### src/rtl/imem_loader_defs.vh
// Loader FSM encodings and word geometry; included inside the imem_loader module body.
localparam int BPW = bytes_per_word(DATA_WIDTH);

typedef enum logic [2:0] {
  IDLE   = 3'd0,
  CNT_LO = 3'd1,
  CNT_HI = 3'd2,
  DATA   = 3'd3,
  WRITE  = 3'd4,
  CSUM   = 3'd5
} state_e;

### src/rtl/imem_loader_pkg.sv
// Shared helpers for the imem loader: word geometry derived from the imem word width.
package imem_loader_pkg;

  function automatic int bytes_per_word(input int dw);
    return dw / 8;
  endfunction

  function automatic int cnt_width(input int n);
    return (n <= 1) ? 1 : $clog2(n);
  endfunction

endpackage

### src/rtl/imem_word_packer.sv
// Little-endian byte-to-word packer: first byte of a word lands in word[7:0].
module imem_word_packer
  import imem_loader_pkg::*;
#(
  parameter int DATA_WIDTH = 16
) (
  input  logic                  clk,
  input  logic                  rst_n,
  input  logic                  clr,
  input  logic                  shift,
  input  logic [7:0]            byte_in,
  output logic [DATA_WIDTH-1:0] word,
  output logic                  word_full
);

  localparam int BPW = bytes_per_word(DATA_WIDTH);
  localparam int CW  = cnt_width(BPW);

  logic [DATA_WIDTH-1:0] sr_q, sr_d;
  logic [CW-1:0]         cnt_q, cnt_d;
  logic                  last;

  assign last = (cnt_q == CW'(BPW - 1));

  // word is the value the shift register takes on this byte, so the
  // completed word is available in the same cycle as its final byte.
  generate
    if (BPW == 1) begin : g_single
      assign word = byte_in;
    end else begin : g_multi
      assign word = {byte_in, sr_q[DATA_WIDTH-1:8]};
    end
  endgenerate

  assign word_full = shift & last & ~clr;

  always_comb begin
    sr_d  = sr_q;
    cnt_d = cnt_q;
    if (clr) begin
      cnt_d = '0;
    end else if (shift) begin
      sr_d  = word;
      cnt_d = last ? '0 : cnt_q + CW'(1);
    end
  end

  always_ff @(posedge clk or negedge rst_n) begin
    if (!rst_n) begin
      sr_q  <= '0;
      cnt_q <= '0;
    end else begin
      sr_q  <= sr_d;
      cnt_q <= cnt_d;
    end
  end

endmodule

### src/rtl/imem_loader.sv
// Loads a framed byte stream (SYNC, count, data, checksum) into imem while holding the
// core in reset; releases the core only when the trailing checksum matches.
module imem_loader
  import imem_loader_pkg::*;
#(
  parameter int          DATA_WIDTH = 16,
  parameter int          ADDR_WIDTH = 8,
  parameter logic [7:0]  SYNC_BYTE  = 8'hA5
) (
  input  logic                  clk,
  input  logic                  rst_n,
  input  logic                  in_valid,
  input  logic [7:0]            in_data,
  output logic                  in_ready,
  output logic [ADDR_WIDTH-1:0] wa,
  output logic                  wen,
  output logic [DATA_WIDTH-1:0] wd,
  output logic                  cpu_hold,
  output logic                  done,
  output logic                  err
);

  `include "imem_loader_defs.vh"

  localparam logic [16:0] DEPTH = 17'(2 ** ADDR_WIDTH);

  state_e                state_q, state_d;
  logic [ADDR_WIDTH-1:0] wa_q, wa_d;
  logic                  wen_q, wen_d;
  logic [DATA_WIDTH-1:0] wd_q, wd_d;
  logic                  hold_q, hold_d;
  logic                  done_q, done_d;
  logic                  err_q, err_d;
  logic                  rdy_q, rdy_d;
  logic [7:0]            sum_q, sum_d;
  logic [7:0]            cnt_lo_q, cnt_lo_d;
  logic [16:0]           words_q, words_d;

  logic                  accept;
  logic                  pk_clr, pk_shift, pk_full;
  logic [DATA_WIDTH-1:0] pk_word;
  logic [16:0]           n_words;

  assign accept  = in_valid & rdy_q;
  assign n_words = {1'b0, in_data, cnt_lo_q};

  imem_word_packer #(.DATA_WIDTH(DATA_WIDTH)) u_packer (
    .clk       (clk),
    .rst_n     (rst_n),
    .clr       (pk_clr),
    .shift     (pk_shift),
    .byte_in   (in_data),
    .word      (pk_word),
    .word_full (pk_full)
  );

  always_comb begin
    state_d  = state_q;
    wa_d     = wa_q;
    wd_d     = wd_q;
    hold_d   = hold_q;
    err_d    = err_q;
    sum_d    = sum_q;
    cnt_lo_d = cnt_lo_q;
    words_d  = words_q;
    done_d   = 1'b0;
    pk_clr   = 1'b0;
    pk_shift = 1'b0;
    unique case (state_q)
      IDLE: begin
        if (accept && in_data == SYNC_BYTE) begin
          state_d = CNT_LO;
          hold_d  = 1'b1;
          err_d   = 1'b0;
          wa_d    = '0;
          sum_d   = '0;
          pk_clr  = 1'b1;
        end
      end
      CNT_LO: begin
        if (accept) begin
          cnt_lo_d = in_data;
          state_d  = CNT_HI;
        end
      end
      CNT_HI: begin
        if (accept) begin
          // Oversized images are rejected before anything is written.
          if (n_words > DEPTH) begin
            err_d   = 1'b1;
            state_d = IDLE;
          end else if (n_words == '0) begin
            state_d = CSUM;
          end else begin
            words_d = n_words;
            state_d = DATA;
          end
        end
      end
      DATA: begin
        if (accept) begin
          pk_shift = 1'b1;
          sum_d    = sum_q + in_data;
          if (pk_full) begin
            wd_d    = pk_word;
            words_d = words_q - 17'd1;
            state_d = WRITE;
          end
        end
      end
      WRITE: begin
        // Address advances only when another word follows, so a full-depth
        // image leaves wa on the last slot instead of wrapping.
        if (words_q != '0) begin
          wa_d    = wa_q + 1'b1;
          state_d = DATA;
        end else begin
          state_d = CSUM;
        end
      end
      CSUM: begin
        if (accept) begin
          if (in_data == sum_q) begin
            done_d = 1'b1;
            hold_d = 1'b0;
          end else begin
            err_d = 1'b1;
          end
          state_d = IDLE;
        end
      end
      default: state_d = IDLE;
    endcase
    wen_d = (state_d == WRITE);
    rdy_d = (state_d != WRITE);
  end

  always_ff @(posedge clk or negedge rst_n) begin
    if (!rst_n) begin
      state_q  <= IDLE;
      wa_q     <= '0;
      wen_q    <= 1'b0;
      wd_q     <= '0;
      hold_q   <= 1'b0;
      done_q   <= 1'b0;
      err_q    <= 1'b0;
      rdy_q    <= 1'b1;
      sum_q    <= '0;
      cnt_lo_q <= '0;
      words_q  <= '0;
    end else begin
      state_q  <= state_d;
      wa_q     <= wa_d;
      wen_q    <= wen_d;
      wd_q     <= wd_d;
      hold_q   <= hold_d;
      done_q   <= done_d;
      err_q    <= err_d;
      rdy_q    <= rdy_d;
      sum_q    <= sum_d;
      cnt_lo_q <= cnt_lo_d;
      words_q  <= words_d;
    end
  end

  assign in_ready = rdy_q;
  assign wa       = wa_q;
  assign wen      = wen_q;
  assign wd       = wd_q;
  assign cpu_hold = hold_q;
  assign done     = done_q;
  assign err      = err_q;

endmodule

### config.mk
export PLATFORM = sky130hd
export DESIGN_NAME = imem_loader
export DESIGN_NICKNAME = d
export VERILOG_FILES = /design/src/rtl/imem_loader_pkg.sv /design/src/rtl/imem_word_packer.sv /design/src/rtl/imem_loader.sv
export VERILOG_INCLUDE_DIRS = /design/src /design/src/rtl
export SDC_FILE = /design/constraint.sdc
export NUM_CORES = 1
export LEC_CHECK = 0
export ABC_AREA = 1
export CAP_MARGIN = 15
export CELL_PAD_IN_SITES_DETAIL_PLACEMENT = 0
export CELL_PAD_IN_SITES_GLOBAL_PLACEMENT = 1
export CORE_AREA = 2 2 111 92
export DETAILED_ROUTE_END_ITERATION = 6
export DIE_AREA = 0 0 113 94
export MAX_ROUTING_LAYER = met4
export PLACE_DENSITY_LB_ADDON = 0.1
export SYNTH_ARGS = -nofsm -noshare
export SYNTH_HDL_FRONTEND = slang
export SYNTH_HIERARCHICAL = 1
export SYNTH_SLANG_ARGS = --single-unit
### constraint.sdc
create_clock -name clk -period 6.59 [get_ports clk]
set_input_delay 0.9885 -clock clk [delete_from_list [all_inputs] [get_ports clk]]
set_output_delay 0.9885 -clock clk [all_outputs]
set_load 0.02 [all_outputs]
### Yosys cells after proc, flatten, opt, wreduce, memory -nomap -nowiden

Index checks and enable logic that the tools add are counted.

* order comparisons: 1
* $mul: 0
* eq/ne operators: 20
* shifts and indexed selects: 0
* bitwise gates (word level): 4
* multiplexer cells: 41
* reduce and logical (&&, ||, !) cells: 18
* div/mod/pow operators: 0
* add/sub/neg operators: 4

Operator list (count)
* 2-to-1 mux 17 bit: 5
* one-hot mux 17 bit (2 select lines): 1
* one-hot mux 8 bit (2 select lines): 2
* 2-to-1 mux 3 bit: 9
* 2-to-1 mux 8 bit: 3
* inequality test 2 bit (second input constant): 11
* 2-to-1 mux 1 bit: 18
* one-hot mux 3 bit (6 select lines): 1
* logical NOT 17 bit: 1
* nonzero test 17 bit: 1
* subtractor 17 x 1 -> 17 bit (second input constant): 1
* greater-than comparator 16 x 9 -> 1 bit (second input constant): 1
* AND reduction 6 bit: 2
* nonzero test 2 bit: 5
* equality test 3 bit (second input constant): 3
* AND reduction 3 bit: 3
* adder 8 x 1 -> 8 bit (second input constant): 1
* adder 8 bit: 1
* equality test 8 bit: 1
* equality test 8 bit (second input constant): 1
* equality test 3 x 2 -> 1 bit (second input constant): 2
* AND reduction 2 bit: 2
* AND reduction 4 bit: 1
* AND 1 bit: 3
* 9 further kinds: 9

* latch bits: 0
* memory bits (writable): 0
* output and inout bits: 29
* memories kept: 0
* input bits: 11
* register bits: 82
* ROM bits: 0

### Longest topological paths before layout

Gate-level depths: netlist (run 1).

* depth in word-level cells: 10
* depth in mapped cells: 16
* depth with buffers taken out: 15

### Hierarchy

Netlist (run 1), hierarchy kept.

By module, submodules not included
* imem_loader: cells an instance 531, area each 3833.7 um^2, times used 1, seq. area each 1627.8 um^2
* imem_word_packer: cells an instance 49, area each 445.4 um^2, times used 1, seq. area each 225.2 um^2

### Worst setup path before layout (run 1)

OpenSTA, ideal clock, no wires.

* path type: input-to-reg
* start point: in in_valid
* end point: reg words_q[2]
* data required time: 6.473 ns
* cell stages on the path: 15
* arrival: 2.557 ns
* buffers on the path: 2
* slack: 3.916 ns
* path through: nand2_2 inv_2 nand2_4 inv_2 buf_6 nand2_2 nor2_2 inv_1 o21ai_0 nand2_1 inv_2 nand3_4 buf_6 nand2_1 nand2_1

* elaborated cells between the ends (all ways): 13
* those cells by class: eq/ne (3); mux (4); bitwise (4); reduce/logical (2)

RTL lines
* start: declaration: line imem_loader.sv:12 `input logic in_valid,`
* AND 1 bit: line imem_loader.sv:44 `assign accept = in_valid & rdy_q;`
* 2-to-1 mux 1 bit: line imem_loader.sv:101 `if (accept) begin`
* 2-to-1 mux 1 bit: line imem_loader.sv:69 `unique case (state_q)`
* named net pk_shift: line imem_loader.sv:40 `logic pk_clr, pk_shift, pk_full;`
* AND 1 bit (2 in series): line imem_word_packer.sv:35 `assign word_full = shift & last & ~clr;`
* named net pk_full: line imem_loader.sv:40
* inequality test 2 bit (no source line)
* AND reduction 6 bit (no source line)
* end signal: assignment: line imem_loader.sv:162 `words_q <= words_d;`
* end: declaration: line imem_loader.sv:37 `logic [16:0] words_q, words_d;`

The timed path passes the listed nets, and every way through them passes these cells.
A chain may end at the register's enable or synchronous reset.

### Worst setup path in the final report (run 1)

* start point: in in_valid
* end point: reg words_q[8]

Same word-level chain as after synthesis.

==> results of run 1 <==
==> placed cells by master, fill, tap and decap left out, drive strengths merged <==
| cell | synthesis | routed |
|---|---|---|
| dfstp | 1 | 1 |
| clkdlybuf4s50 | 0 | 38 |
| a21oi | 8 | 8 |
| fa | 1 | 1 |
| o21ai | 21 | 21 |
| nand3 | 43 | 43 |
| nand2 | 242 | 242 |
| o21a | 1 | 1 |
| buf | 14 | 1 |
| bufinv | 0 | 2 |
| and3 | 1 | 1 |
| o21bai | 3 | 3 |
| xnor2 | 5 | 5 |
| clkbuf | 3 | 10 |
| dfrtp | 73 | 73 |
| inv | 44 | 47 |
| xor2 | 6 | 6 |
| nand4 | 17 | 17 |
| clkinv | 0 | 1 |
| nand3b | 3 | 3 |
| nor3 | 3 | 3 |
| nor2 | 76 | 76 |
| ha | 10 | 10 |
| mux2 | 5 | 5 |
==> logic make-up after synthesis <==
family,count (synthesis),synth area share
xor gates and xnor gates,11,0.02251
AOI/OAI and AO/OA,33,0.04094
DFF,74,0.4330
and+or+nand+nor,385,0.3901
buffers and inverters,61,0.06637
muxes,5,0.01316
adders and majority gates,11,0.03392
==> where the power goes <==
group | switching, mW | internal, mW | total, mW | leakage, nW
combinational | 0.0525 | 0.0268 | 0.0793 | 1.51
sequential | 0.00530 | 0.459 | 0.465 | 1.02
clock | 0.207 | 0.347 | 0.553 | 0.164
total | 0.264 | 0.833 | 1.10 | 2.69
==> layer usage <==
metal  global-route usage  up-vias  part of all wire
li1                     -     1895                 -
met1               0.3219     1739              0.54
met2               0.2974       79              0.40
met3              0.04968       10             0.045
met4              0.05996        0             0.011
met5                    -        -                 0
==> flip-flops by register name, summed over array words and instances, names as in the netlist <==
signal,cells
wa,8
wen,1
state_q,3
cpu_hold,1
err,1
u_packer/sr_q,8
u_packer/cnt_q,1
in_ready,1
sum_q,8
words_q,17
cnt_lo_q,8
done,1
wd,16
==> critical path: cells and delay by family <==
kind,cells,cell delay [ns]
AOI/OAI and AO/OA,1,0.23
buffers and inverters,5,1.19
and+or+nand+nor,8,0.93
==> path summary, 6_finish.rpt <==
path,start,to,cells after the start
min reg2reg,wd[4],wd[4],2
max in group asynchronous,rst_n,sum_q[2],1
min,wd[4],wd[4],2
max reg2reg,state_q[2],words_q[8],14
max,in_valid,words_q[8],14
min in group asynchronous,rst_n,wd[4],1
==> synthesized netlist by cell type, drive strengths merged <==
master / n
nand3: 43
nand3b: 3
o21bai: 3
nand2: 242
a21oi: 8
buf: 14
fa: 1
dfstp: 1
and3: 1
nand4: 17
nor3: 3
clkbuf: 3
o21ai: 21
xnor2: 5
dfrtp: 73
nor2: 76
o21a: 1
xor2: 6
ha: 10
inv: 44
mux2: 5
==> layout make-up <==
| cell class | instances | area share |
|---|---|---|
| inverters | 44 | 0.03379 |
| clock inverters | 6 | 0.01888 |
| well taps | 119 | 0.02957 |
| clock buffers | 10 | 0.04745 |
| repair buffers | 39 | 0.07702 |
| flip-flops and latches | 74 | 0.3680 |
| multi-input cells | 445 | 0.4253 |
==> impl_metrics.json, run 1 <==
{
  "max_slew_margin": 0.3574,
  "power_total_mw": 1.097,
  "rows": 32,
  "detail_route.wl_per_cell_um": 13.87,
  "setup_tns_ns": 0,
  "layout.core_utilization": 0.5330,
  "post-place-cells": 721,
  "post_layout_nonfiller_instances": 737,
  "worst_setup_path_end_kind": "flop",
  "synth_area_per_cell_um2": 7.378,
  "post_cts.resized_instances": 0,
  "flow.area_growth_from_synthesis_pct": 17.69,
  "postLayoutCellArea_um2": 5036,
  "dr_drc_count": 4,
  "post_cts_hold_buffer_count": 0,
  "fillCellCount": 933,
  "failed_checks": "DRC",
  "finalWorstSetupSlack_ns": 3.463,
  "critPathMaxFanout": 18,
  "tritoncts": "done",
  "cts-root-to-sink-buffers": 2,
  "vdd.ir_drop.worst_mv": 0.1342,
  "grt_antenna_before_repair": 0,
  "worst_setup_sp_type": "input port",
  "io_buffer_count": 39,
  "setup_repair_bufs_after_cts": 0,
  "placed_area_um2": 4702,
  "power.density_cell_area_nw_per_um2": 217.8,
  "critPathRequiredTime_ns": 6.82,
  "power.static_leakage_nw": 2.693,
  "clock_sink_count": 74,
  "antenna_left": 0,
  "cp.arrival_ns": 3.36,
  "clock.fmax_mhz": 319.7,
  "layout_worst_path_cycle_share": 0.4746,
  "core-area_um2": 9449,
  "gpl.final_weighted_congestion": 0.9034,
  "clockRootBuffer": "sky130_fd_sc_hd__clkbuf_16",
  "timing_worst_setup_path_type": "input port to flop",
  "dp.final_hpwl_um": 7282,
  "cell_types_with_the_largest_area_share_after_synthesis": "sky130_fd_sc_hd__dfrtp_1, sky130_fd_sc_hd__nand2_1, sky130_fd_sc_hd__nor2_1",
  "grt_max_degree": 75,
  "drtPass1Iterations": 6,
  "synth-seq-area-share": 0.4330,
  "cap_violations": 0,
  "rsz0062_at_grt": "false",
  "worst_pin_slew_ns": 0.9639,
  "crit_path_max_incr_delay_ns": 0.47,
  "initial_core_util": 0.4529,
  "slew_violations": 0,
  "fin_worst_skew_ns": 0.006944,
  "cpMaxStageDelayCell": "sky130_fd_sc_hd__clkdlybuf4s50_1",
  "design.final.nets": 635,
  "post_drt_via_cell_ratio": 5.052,
  "synth.ff_latch_count": 74,
  "seqCellArea_um2": 1853,
  "setup.reg_to_reg.worst_slack_ns": 3.97,
  "hold-worst-slack_ns": 0.4649,
  "period_minus_slack_ns": 3.127,
  "die_height_um": 94,
  "ys_warn_count": 6,
  "clkSlewWorstSetupHoldPaths_ns": 0.06,
  "multiInputGateArea_um2": 2142,
  "vias": 3723,
  "grt_pass1_vias": 3452,
  "die_area_um2": 10620,
  "synth_largest_area_cell": "sky130_fd_sc_hd__dfrtp_1",
  "synth_cell_types": 33,
  "hold_path_class": "flop to flop",
  "ctsHtreeMaxLevel": 3,
  "status": "finished, violations left",
  "cts-buffers-inserted": 9,
  "number_of_violations_reported_at_the_end_of_detailed_routing_iteration_0": 201,
  "setup_violations": 0,
  "synth_top_cell_area_share": 0.4269,
  "floorplan.die.width_um": 113,
  "grtUsageTotal": 0.2173,
  "grt_overflow_total": 0,
  "postSynthCellCount": 580,
  "antenna_cells": 0,
  "grt_pass1_wl_um": 17460,
  "syn_nets": 602,
  "insertion_delay_ns": 0.34,
  "synth_area_um2": 4279,
  "crit_path_cell_trace": "clkdlybuf4s50_1 -> nand2_2 -> inv_2 -> nand2_4 -> inv_2 -> nand2_2 -> nor2_2 -> inv_1 -> o21ai_0 -> nand2_1 -> inv_2 -> nand3_4 -> nand2_1 -> nand2_1",
  "hold_violations": 0,
  "ios": 40,
  "routed_wl_um": 10220,
  "placement.setup.worst_slack_ns": 3.096,
  "final_layout_size_suffix_gt1_frac": 0.08252
}
No activity file was read; power rests on OpenSTA's default activity.
==> run 2, diff against run 1 <==
--- a/config.mk
+++ b/config.mk
@@ -10,9 +10,9 @@
 export CAP_MARGIN = 15
 export CELL_PAD_IN_SITES_DETAIL_PLACEMENT = 0
 export CELL_PAD_IN_SITES_GLOBAL_PLACEMENT = 1
-export CORE_AREA = 2 2 111 92
+export CORE_AREA = 2 2 122 100
 export DETAILED_ROUTE_END_ITERATION = 6
-export DIE_AREA = 0 0 113 94
+export DIE_AREA = 0 0 124 102
 export MAX_ROUTING_LAYER = met4
 export PLACE_DENSITY_LB_ADDON = 0.1
 export SYNTH_ARGS = -nofsm -noshare
==> constraint.sdc (replaced) <==
create_clock -name clk -period 2.6 [get_ports clk]
set_input_delay 0.39 -clock clk [delete_from_list [all_inputs] [get_ports clk]]
set_output_delay 0.39 -clock clk [all_outputs]
set_load 0.02 [all_outputs]
==> run 2 against run 1 <==
Effect of this change:
- the flow now finishes without violations
- hold slack worse by 0.26 ns
- sequential share of layout area down 0.82 points
- wire length up 6.5%
- global-route usage down 2.1 points
- first-iteration DRC count up 29%
- clock skew down 0.0017 ns
- worst setup slack worse by 3.1 ns
- design area up 2.3%
==> impl_metrics.json, run 2 (synthesis gave the netlist of run 1 again) <==
{
  "ios": 40,
  "design.final.nets": 649,
  "status": "finished, final reports clean",
  "post_cts.resized_instances": 0,
  "post_drt_via_cell_ratio": 4.818,
  "most_common_library_cell_in_the_layout_ignoring_fill_and_taps": "sky130_fd_sc_hd__nand2_1",
  "grt_pass1_wl_um": 18380,
  "worst_setup_sp_type": "flop",
  "power.static_leakage_nw": 2.743,
  "dp.final_hpwl_um": 7908,
  "core-area_um2": 11390,
  "die_height_um": 102,
  "grt_antenna_before_repair": 0,
  "grt_pass1_vias": 3528,
  "antenna_cells": 0,
  "layout.core_utilization": 0.4524,
  "floorplan.die.width_um": 124,
  "hold_path_class": "input port to async pin",
  "grt_max_degree": 75,
  "drtPass1Iterations": 6,
  "hold_violations": 0,
  "layout_worst_path_cycle_share": 0.8612,
  "vias": 3758,
  "clock_sink_count": 74,
  "io_buffer_count": 39,
  "setup_violations": 0,
  "critPathRequiredTime_ns": 2.82,
  "critPathMaxFanout": 17,
  "postLayoutCellArea_um2": 5151,
  "initial_core_util": 0.3758,
  "cts-root-to-sink-buffers": 2,
  "dr_drc_count": 0,
  "slew_violations": 0,
  "clkSlewWorstSetupHoldPaths_ns": 0.06,
  "final_layout_size_suffix_gt1_frac": 0.1028,
  "worst_setup_path_end_kind": "flop",
  "antenna_left": 0,
  "clock.fmax_mhz": 446.6,
  "period_minus_slack_ns": 2.239,
  "largest_register_ff_count": 17,
  "ctsHtreeMaxLevel": 3,
  "power_total_mw": 2.692,
  "cap_violations": 0,
  "max_slew_margin": 0.3509,
  "rows": 35,
  "power.density_cell_area_nw_per_um2": 522.6,
  "placed_area_um2": 4843,
  "cp.arrival_ns": 2.46,
  "gpl.final_weighted_congestion": 0.8258,
  "fillCellCount": 1175,
  "timing_worst_setup_path_type": "flop to flop",
  "routed_wl_um": 10890,
  "worst_pin_slew_ns": 0.9736,
  "regMostFlops": "words_q",
  "layout_common_cells": "sky130_fd_sc_hd__nand2_1, sky130_fd_sc_hd__dfrtp_1, sky130_fd_sc_hd__nor2_1",
  "tritoncts": "done",
  "grtUsageTotal": 0.1961,
  "insertion_delay_ns": 0.34,
  "setup_repair_bufs_after_cts": 0,
  "number_of_violations_reported_at_the_end_of_detailed_routing_iteration_0": 260,
  "grt_overflow_total": 0,
  "fin_worst_skew_ns": 0.005228,
  "die_area_um2": 12650,
  "hold-worst-slack_ns": 0.2037,
  "flow.area_growth_from_synthesis_pct": 20.38,
  "clockRootBuffer": "sky130_fd_sc_hd__clkbuf_16",
  "setup_tns_ns": 0,
  "cts-buffers-inserted": 9,
  "vdd.ir_drop.worst_mv": 0.3165,
  "detail_route.wl_per_cell_um": 13.96,
  "post_cts_hold_buffer_count": 0,
  "rsz0062_at_grt": "false"
}
[run 2: changes by cell type in the layout (fill, tap and decap cells not counted), sizes merged]
cell | before | now
inv | 47 | 48
clkbuf | 10 | 9
bufinv | 2 | 1
clkinv | 1 | 0
buf | 1 | 15
clkinvlp | 0 | 2
[run 2: report_power, final]
| part | internal [mW] | switching (mW) | leakage, nW |
|---|---|---|---|
| Combinational | 0.0804 | 0.139 | 1.58 |
| Sequential | 1.16 | 0.0141 | 1.02 |
| Clock | 0.760 | 0.535 | 0.145 |
[run 2: area by class of cell]
class                           instances  area [um2]  area share
Tap cell                              148       185.2     0.03595
Timing Repair Buffer                   53       493.0     0.09570
Multi-Input combinational cell        445        2142      0.4158
Clock buffer                            9       225.2     0.04372
Inverter                               44       170.2     0.03303
Sequential cell                        74        1853      0.3597
Clock inverter                          7       82.58     0.01603
[run 2: per-layer routing]
metal  up-vias  global-route usage  part of all wire
li1       1930                   -                 -
met1      1749              0.2916              0.55
met2        70              0.2726              0.40
met3         9             0.03795             0.046
met4         0             0.04927             0.010
met5         -                   -                 0
[run 2: critical path, cell delays in order (launching register included)]
cell	delay, ns
sky130_fd_sc_hd__dfstp_2	0.58
sky130_fd_sc_hd__nand2_2	0.07
sky130_fd_sc_hd__inv_2	0.14
sky130_fd_sc_hd__nand2_4	0.11
sky130_fd_sc_hd__inv_2	0.08
sky130_fd_sc_hd__nand2_2	0.06
sky130_fd_sc_hd__nor2_2	0.08
sky130_fd_sc_hd__inv_1	0.11
sky130_fd_sc_hd__o21ai_0	0.25
sky130_fd_sc_hd__nand2_1	0.11
sky130_fd_sc_hd__inv_2	0.14
sky130_fd_sc_hd__nand3_4	0.21
sky130_fd_sc_hd__nand2_1	0.11
sky130_fd_sc_hd__nand2_1	0.06
[run 2: worst paths after layout]
check / from / end / slack [ns] / cells past startpoint
min in group clk: wd[4] / wd[4] / 0.47 / 2
max in group asynchronous: rst_n / wa[5] / 1.76 / 1
worst min-delay path: rst_n / wd[5] / 0.20 / 1
worst min register to register: wd[4] / wd[4] / 0.47 / 2
worst max register to register: in_ready / words_q[11] / 0.36 / 13
worst max-delay path: in_ready / words_q[11] / 0.36 / 13
[run 2: per-stage QoR]
stage | std cells | setup WS (ns)
6_report | 780 | 0.3608
5_1_grt | 780 | 0.1335
4_1_cts | 780 | 0.3739
3_5_place_dp | 764 | 0.09538
3_3_place_gp | 764 | 0.1616
2_1_floorplan | 580 | 0.3082
==> variant 1 (config.mk and constraints of run 1) <==
The parameter `ADDR_WIDTH` goes from 8 to 9.
--- a/src/rtl/imem_loader.sv
+++ b/src/rtl/imem_loader.sv
@@ -4,7 +4,7 @@
   import imem_loader_pkg::*;
 #(
   parameter int          DATA_WIDTH = 16,
-  parameter int          ADDR_WIDTH = 8,
+  parameter int          ADDR_WIDTH = 9,
   parameter logic [7:0]  SYNC_BYTE  = 8'hA5
 ) (
   input  logic                  clk,
Ports: changed (resized wa); port bits go from 40 to 41. No check against the original RTL was run, so the function may have changed too.
==> variant 1 against run 1 <==
The run still ends with design-rule violations left; sequential cell count rose by 1; die area stayed put; setup slack got worse by 0.35 ns; wire length increased by 3.6%; final area grew 1.1%; count of clock-buffer cells in the layout shrank 1; synthesized area increased by 1.6%; first-iteration DRC count rose by 17%; total power is 4.5% higher; largest cell class unchanged.
==> variant 1: results (changes against run 1) <==
status:
  outcome: "finished, violations left"  # unchanged
  violations: "design-rule violations"  # unchanged
critical_path:
  cp_max_fo: 24  # was 18
  rrSetupSlack_ns: 3.32  # was 3.97 ns
  cpPeakStageDelay_ns: 0.65  # was 0.47 ns
  path_delay_family: "simple AND/OR/NAND/NOR gates"  # was buffers and inverters
  cp.arrival_ns: 3.70  # was 3.36 ns
  slowest_stage: "nor4_1"  # was clkdlybuf4s50_1
placed_design:
  dp.cells: 734  # was 721
  dp_slack_ns: 2.77  # was 3.10 ns
  dp_hpwl_um: 7540  # was 7280 um
  placed_cell_area_um2: 4760  # was 4700 um^2
  gp_congestion: 0.838  # was 0.903
  portBuffers: 40  # was 39
logic_synthesis:
  synth_seq_area_share: 0.432  # was 0.433
  synth_area_leaders: "dfrtp_1 (43%), nand2_1 (20%), nand3_1 (6.0%)"  # was dfrtp_1 (43%), nand2_1 (20%), nor2_1 (6.1%)
  syn_nets: 614  # was 602
  avgSynthCellArea_um2: 7.34  # was 7.38 um^2
  synth_commonest_cells: "nand2_1 (235), dfrtp_1 (74), nor2_1 (61)"  # was nand2_1 (232), dfrtp_1 (73), nor2_1 (70)
  yosys.cell_types.count: 37  # was 33
global_route:
  grt_pass1_vias: 3713  # was 3,452
  grt_max_degree: 76  # was 75
  grt_usage: 0.227  # was 0.217
  grt_pass1_wl_um: 18600  # was 17,500 um
timing:
  final.setup_skew_ns: 0.00770  # was 0.00694 ns
  holdWs_ns: 0.469  # was 0.465 ns
  post-route-period-util: 0.528  # was 0.475
  tightestPinTransition_ns: 0.977  # was 0.964 ns
clock_tree:
  postCtsResizedCells: 0  # unchanged
  htreeDepth: 3  # unchanged
  clkSlewWorstSetupHoldPaths_ns: 0.06  # about the same
route:
  avgViaCountPerCell: 5.06  # was 5.05
  drt-pass1-iter-count: 6  # unchanged
  drc: 4  # unchanged
  vias: 3796  # was 3,723
  drt_iter0_markers: 236  # was 201
  wirelength_um: 10600  # was 10,200 um
final_layout:
  drive_gt1_frac: 0.0761  # was 0.0825
  top_register: "words_q"  # unchanged
  layout.nets: 648  # was 635
power:
  max-vdd-ir-drop_v: 0.000139  # was 0.000134 V
  swShare: 0.258  # was 0.241
  p_leak_nw: 2.69  # about the same
## variant 1: changes by cell type in the layout (fill, tap and decap cells not counted), sizes merged, moves of 2 or more
cell | before | now
or2 | 0 | 2
o21ai | 21 | 27
nand3 | 43 | 55
a21oi | 8 | 12
nor2 | 76 | 68
inv | 47 | 50
nand3b | 3 | 1
nor4 | 0 | 2
mux2 | 5 | 0
nand4 | 17 | 11
o21bai | 3 | 1
o211ai | 0 | 2
## variant 1: layout make-up
class / count / area [um^2]
clock inverter: 7 / 105
clock buffer: 9 / 225
tap: 119 / 149
sequential: 75 / 1880
timing repair buffer: 40 / 398
fill: 907 / 4360
multi-input combinational: 453 / 2160
inverter: 47 / 179
## variant 1: power groups by stage
stage / combinational [mW] / sequential (mW) / clock [mW]
CTS: 0.121 / 0.477 / 0.560
global route: 0.138 / 0.478 / 0.576
finish: 0.120 / 0.478 / 0.549
detailed placement: 0.120 / 0.486 / 0
floorplan: 0.0782 / 0.487 / 0
global placement: 0.118 / 0.486 / 0
## variant 1: kinds of logic (layout without fill, tap and decap cells)
family / after synthesis / count (layout) / synth area share
AND/OR/NAND/NOR: 384 / 384 / 0.380
flip-flops: 75 / 75 / 0.432
buffers and inverters: 64 / 103 / 0.0714
AO/OA/AOI/OAI: 45 / 45 / 0.0576
XOR/XNOR: 13 / 13 / 0.0262
adder cells (fa/ha/maj): 11 / 11 / 0.0334
## variant 1: metal layers
| metal | vias up | part of all wire | track usage |
|---|---|---|---|
| met5 | - | 0 | - |
| li1 | 1949 | - | - |
| met4 | 0 | 0.0086 | 0.0539 |
| met3 | 9 | 0.039 | 0.0394 |
| met1 | 1770 | 0.54 | 0.337 |
| met2 | 68 | 0.42 | 0.322 |
## variant 1: worst paths after layout
path / to / from / depth (start not counted)
setup / recovery: words_q[8]$_DFFE_PN0P_ / in_valid / 12
hold / removal: wd[1]$_DFFE_PN0P_ / wd[1]$_DFFE_PN0P_ / 2
setup reg to reg: words_q[8]$_DFFE_PN0P_ / state_q[2]$_DFF_PN0_ / 13
hold reg to reg: wd[1]$_DFFE_PN0P_ / wd[1]$_DFFE_PN0P_ / 2
max in group asynchronous: state_q[0]$_DFF_PN0_ / rst_n / 1
min in group asynchronous: wd[15]$_DFFE_PN0P_ / rst_n / 1
## variant 1: worst register-to-register path: stages, from the launching register on
cell and delay, ns:
dfrtp_1 0.46, nor2_2 0.19, nand2_1 0.31, inv_2 0.45, nand2_4 0.15, inv_2 0.34
nand2_2 0.11, nor2_2 0.12, o211ai_1 0.11, inv_1 0.08, nand3_2 0.38, inv_1 0.36
nand2_1 0.09, nand2_1 0.07
==> variant 2 (settings of run 1) <==
Made on the original files. Encoding of `state_e`: now one-hot (6 bits for 6 states).
--- a/src/rtl/imem_loader_defs.vh
+++ b/src/rtl/imem_loader_defs.vh
@@ -1,12 +1,12 @@
 // Loader FSM encodings and word geometry; included inside the imem_loader module body.
 localparam int BPW = bytes_per_word(DATA_WIDTH);
 
-typedef enum logic [2:0] {
-  IDLE   = 3'd0,
-  CNT_LO = 3'd1,
-  CNT_HI = 3'd2,
-  DATA   = 3'd3,
-  WRITE  = 3'd4,
-  CSUM   = 3'd5
+typedef enum logic [5:0] {
+  IDLE   = 6'b000001,
+  CNT_LO = 6'b000010,
+  CNT_HI = 6'b000100,
+  DATA   = 6'b001000,
+  WRITE  = 6'b010000,
+  CSUM   = 6'b100000
 } state_e;
 
Check against the original RTL: same outputs for any inputs over 4 cycles, from zero or initial values and one cycle with rst_n low; so few cycles prove little.
==> variant 2 against run 1 <==
The run still ends with design-rule violations left; final cell count is 1.5% higher; critical path type unchanged; final area is 2.8% higher; wire length is 6.0% higher; setup slack worse by 0.39 ns; sequential cell count is 3 higher; largest power group unchanged; total power is 2.9% lower; synthesized area is 5.6% higher; utilization is 1.5 points higher.
==> variant 2: results (changes against run 1) <==
clock_tree:
  clk_path_buf_depth: 2  # unchanged
  cts_root_buf: "clkbuf_16"  # unchanged
  post-cts-setup-buffers: 0  # unchanged
  clkSlewWorstSetupHoldPaths_ns: 0.06  # about the same
  postCtsResizedCells: 0  # unchanged
  htreeDepth: 3  # unchanged
  insertion_delay_ns: 0.34  # about the same
logic_synthesis:
  async_flop_share: 1.00  # unchanged
  syn_nets: 618  # was 602
  synth_seq_area_share: 0.427  # was 0.433
  yosys_warnings: 6  # unchanged
  synth_commonest_cells: "nand2_1 (210), dfrtp_1 (75), nand3_1 (52), nor2_1 (52), inv_1 (49)"  # was nand2_1 (232), dfrtp_1 (73), nor2_1 (70)
  synth_area_leaders: "dfrtp_1 (42%), nand2_1 (17%), nand3_1 (5.8%)"  # was dfrtp_1 (43%), nand2_1 (20%), nor2_1 (6.1%)
  yosys.cell_types.count: 39  # was 33
route:
  drc: 4  # unchanged
  vias: 3870  # was 3,723
  drt_iter0_markers: 274  # was 201
  drt-pass1-iter-count: 7  # was 6
  wl_per_cell_um: 14.5  # was 13.9 um
global_route:
  grt_pass1_wl_um: 18300  # was 17,500 um
  grt_usage: 0.225  # was 0.217
  grt_max_degree: 78  # was 75
  grt_pass1_vias: 3692  # was 3,452
  antenna_found_initial: 0  # unchanged
placed_design:
  gp_congestion: 0.881  # was 0.903
  dp_hpwl_um: 7570  # was 7280 um
  portBuffers: 39  # unchanged
timing:
  final.setup_skew_ns: 0.00539  # was 0.00694 ns
  tightestPinTransition_ns: 0.984  # was 0.964 ns
final_layout:
  layout.nets: 646  # was 635
  drive_gt1_frac: 0.0890  # was 0.0825
  top_register: "words_q"  # unchanged
critical_path:
  slowest_stage: "clkdlybuf4s50_1"  # unchanged
  cp.arrival_ns: 3.74  # was 3.36 ns
  path_delay_family: "buffers and inverters"  # unchanged
  cp_max_fo: 23  # was 18
  cpPeakStageDelay_ns: 0.60  # was 0.47 ns
status:
  outcome: "finished, violations left"  # unchanged
  violations: "design-rule violations"  # unchanged
power:
  max-vdd-ir-drop_v: 0.000120  # was 0.000134 V
  p_leak_nw: 2.66  # was 2.69 nW
flow_run:
  drv_cap: 0  # unchanged
min_path:
  worstHoldPathType: "reg -> reg"  # unchanged
[variant 2: worst reg2reg max path, stage by stage, from the launching register on]
cell      delay (ns)
dfstp_2         0.53
nand2_1         0.25
nor3_1          0.26
nand2_1         0.30
inv_1           0.23
nor2_2          0.07
nand2_2         0.33
clkinv_2        0.40
o21ai_0         0.20
nand2_1         0.07
[variant 2: metal layers]
layer	share of wire	GRT usage
met5	0	-
met4	0.012	0.0569
met3	0.040	0.0400
met2	0.44	0.341
met1	0.51	0.317
[variant 2: worst paths after layout]
| check | startpoint | end | slack (ns) | cells after the start |
|---|---|---|---|---|
| min reg2reg | err$_DFFE_PN0P_ | err$_DFFE_PN0P_ | 0.47 | 2 |
| min | err$_DFFE_PN0P_ | err$_DFFE_PN0P_ | 0.47 | 2 |
| max | in_data[0] | words_q[12]$_DFFE_PN0P_ | 3.07 | 12 |
| max in group asynchronous | rst_n | state_q[5]$_DFF_PN0_ | 5.15 | 1 |
| max reg2reg | in_ready$_DFF_PN1_ | words_q[12]$_DFFE_PN0P_ | 3.82 | 9 |
| min in group asynchronous | rst_n | wen$_DFF_PN0_ | 0.80 | 1 |
[variant 2: per-stage QoR]
stage	util	std cells	setup WS [ns]	cell area, um^2	hold WS [ns]
floorplan	-	596	4.00	4520	0.442
global placement	0.516	732	2.86	4870	0.458
detailed placement	0.516	732	2.70	4870	0.461
CTS	0.548	748	3.05	5180	0.478
global route	0.548	748	2.79	5180	0.496
finish	0.548	748	3.07	5180	0.473
[variant 2: layout make-up]
| cell class | count | area (um^2) |
|---|---|---|
| fillers | 897 | 4270 |
| multi-input cells | 440 | 2190 |
| flip-flops and latches | 77 | 1930 |
| repair buffers | 39 | 388 |
| clock buffers | 9 | 225 |
| inverters | 57 | 218 |
| well taps | 119 | 149 |
| clock inverters | 7 | 80.1 |
[variant 2: report_power, final]
group | internal (mW) | total [mW] | switching [mW]
clock network | 0.299 | 0.514 | 0.215
logic | 0.0231 | 0.0685 | 0.0454
registers | 0.478 | 0.483 | 0.00495
[variant 2: cells by family after synthesis]
group / count (synthesis) / synth area share
flops: 77 / 0.427
fa+ha+maj: 11 / 0.0321
xor+xnor: 10 / 0.0194
compound gates: 52 / 0.0634
simple gates: 361 / 0.355
buf+inv: 79 / 0.0884
mux: 6 / 0.0147
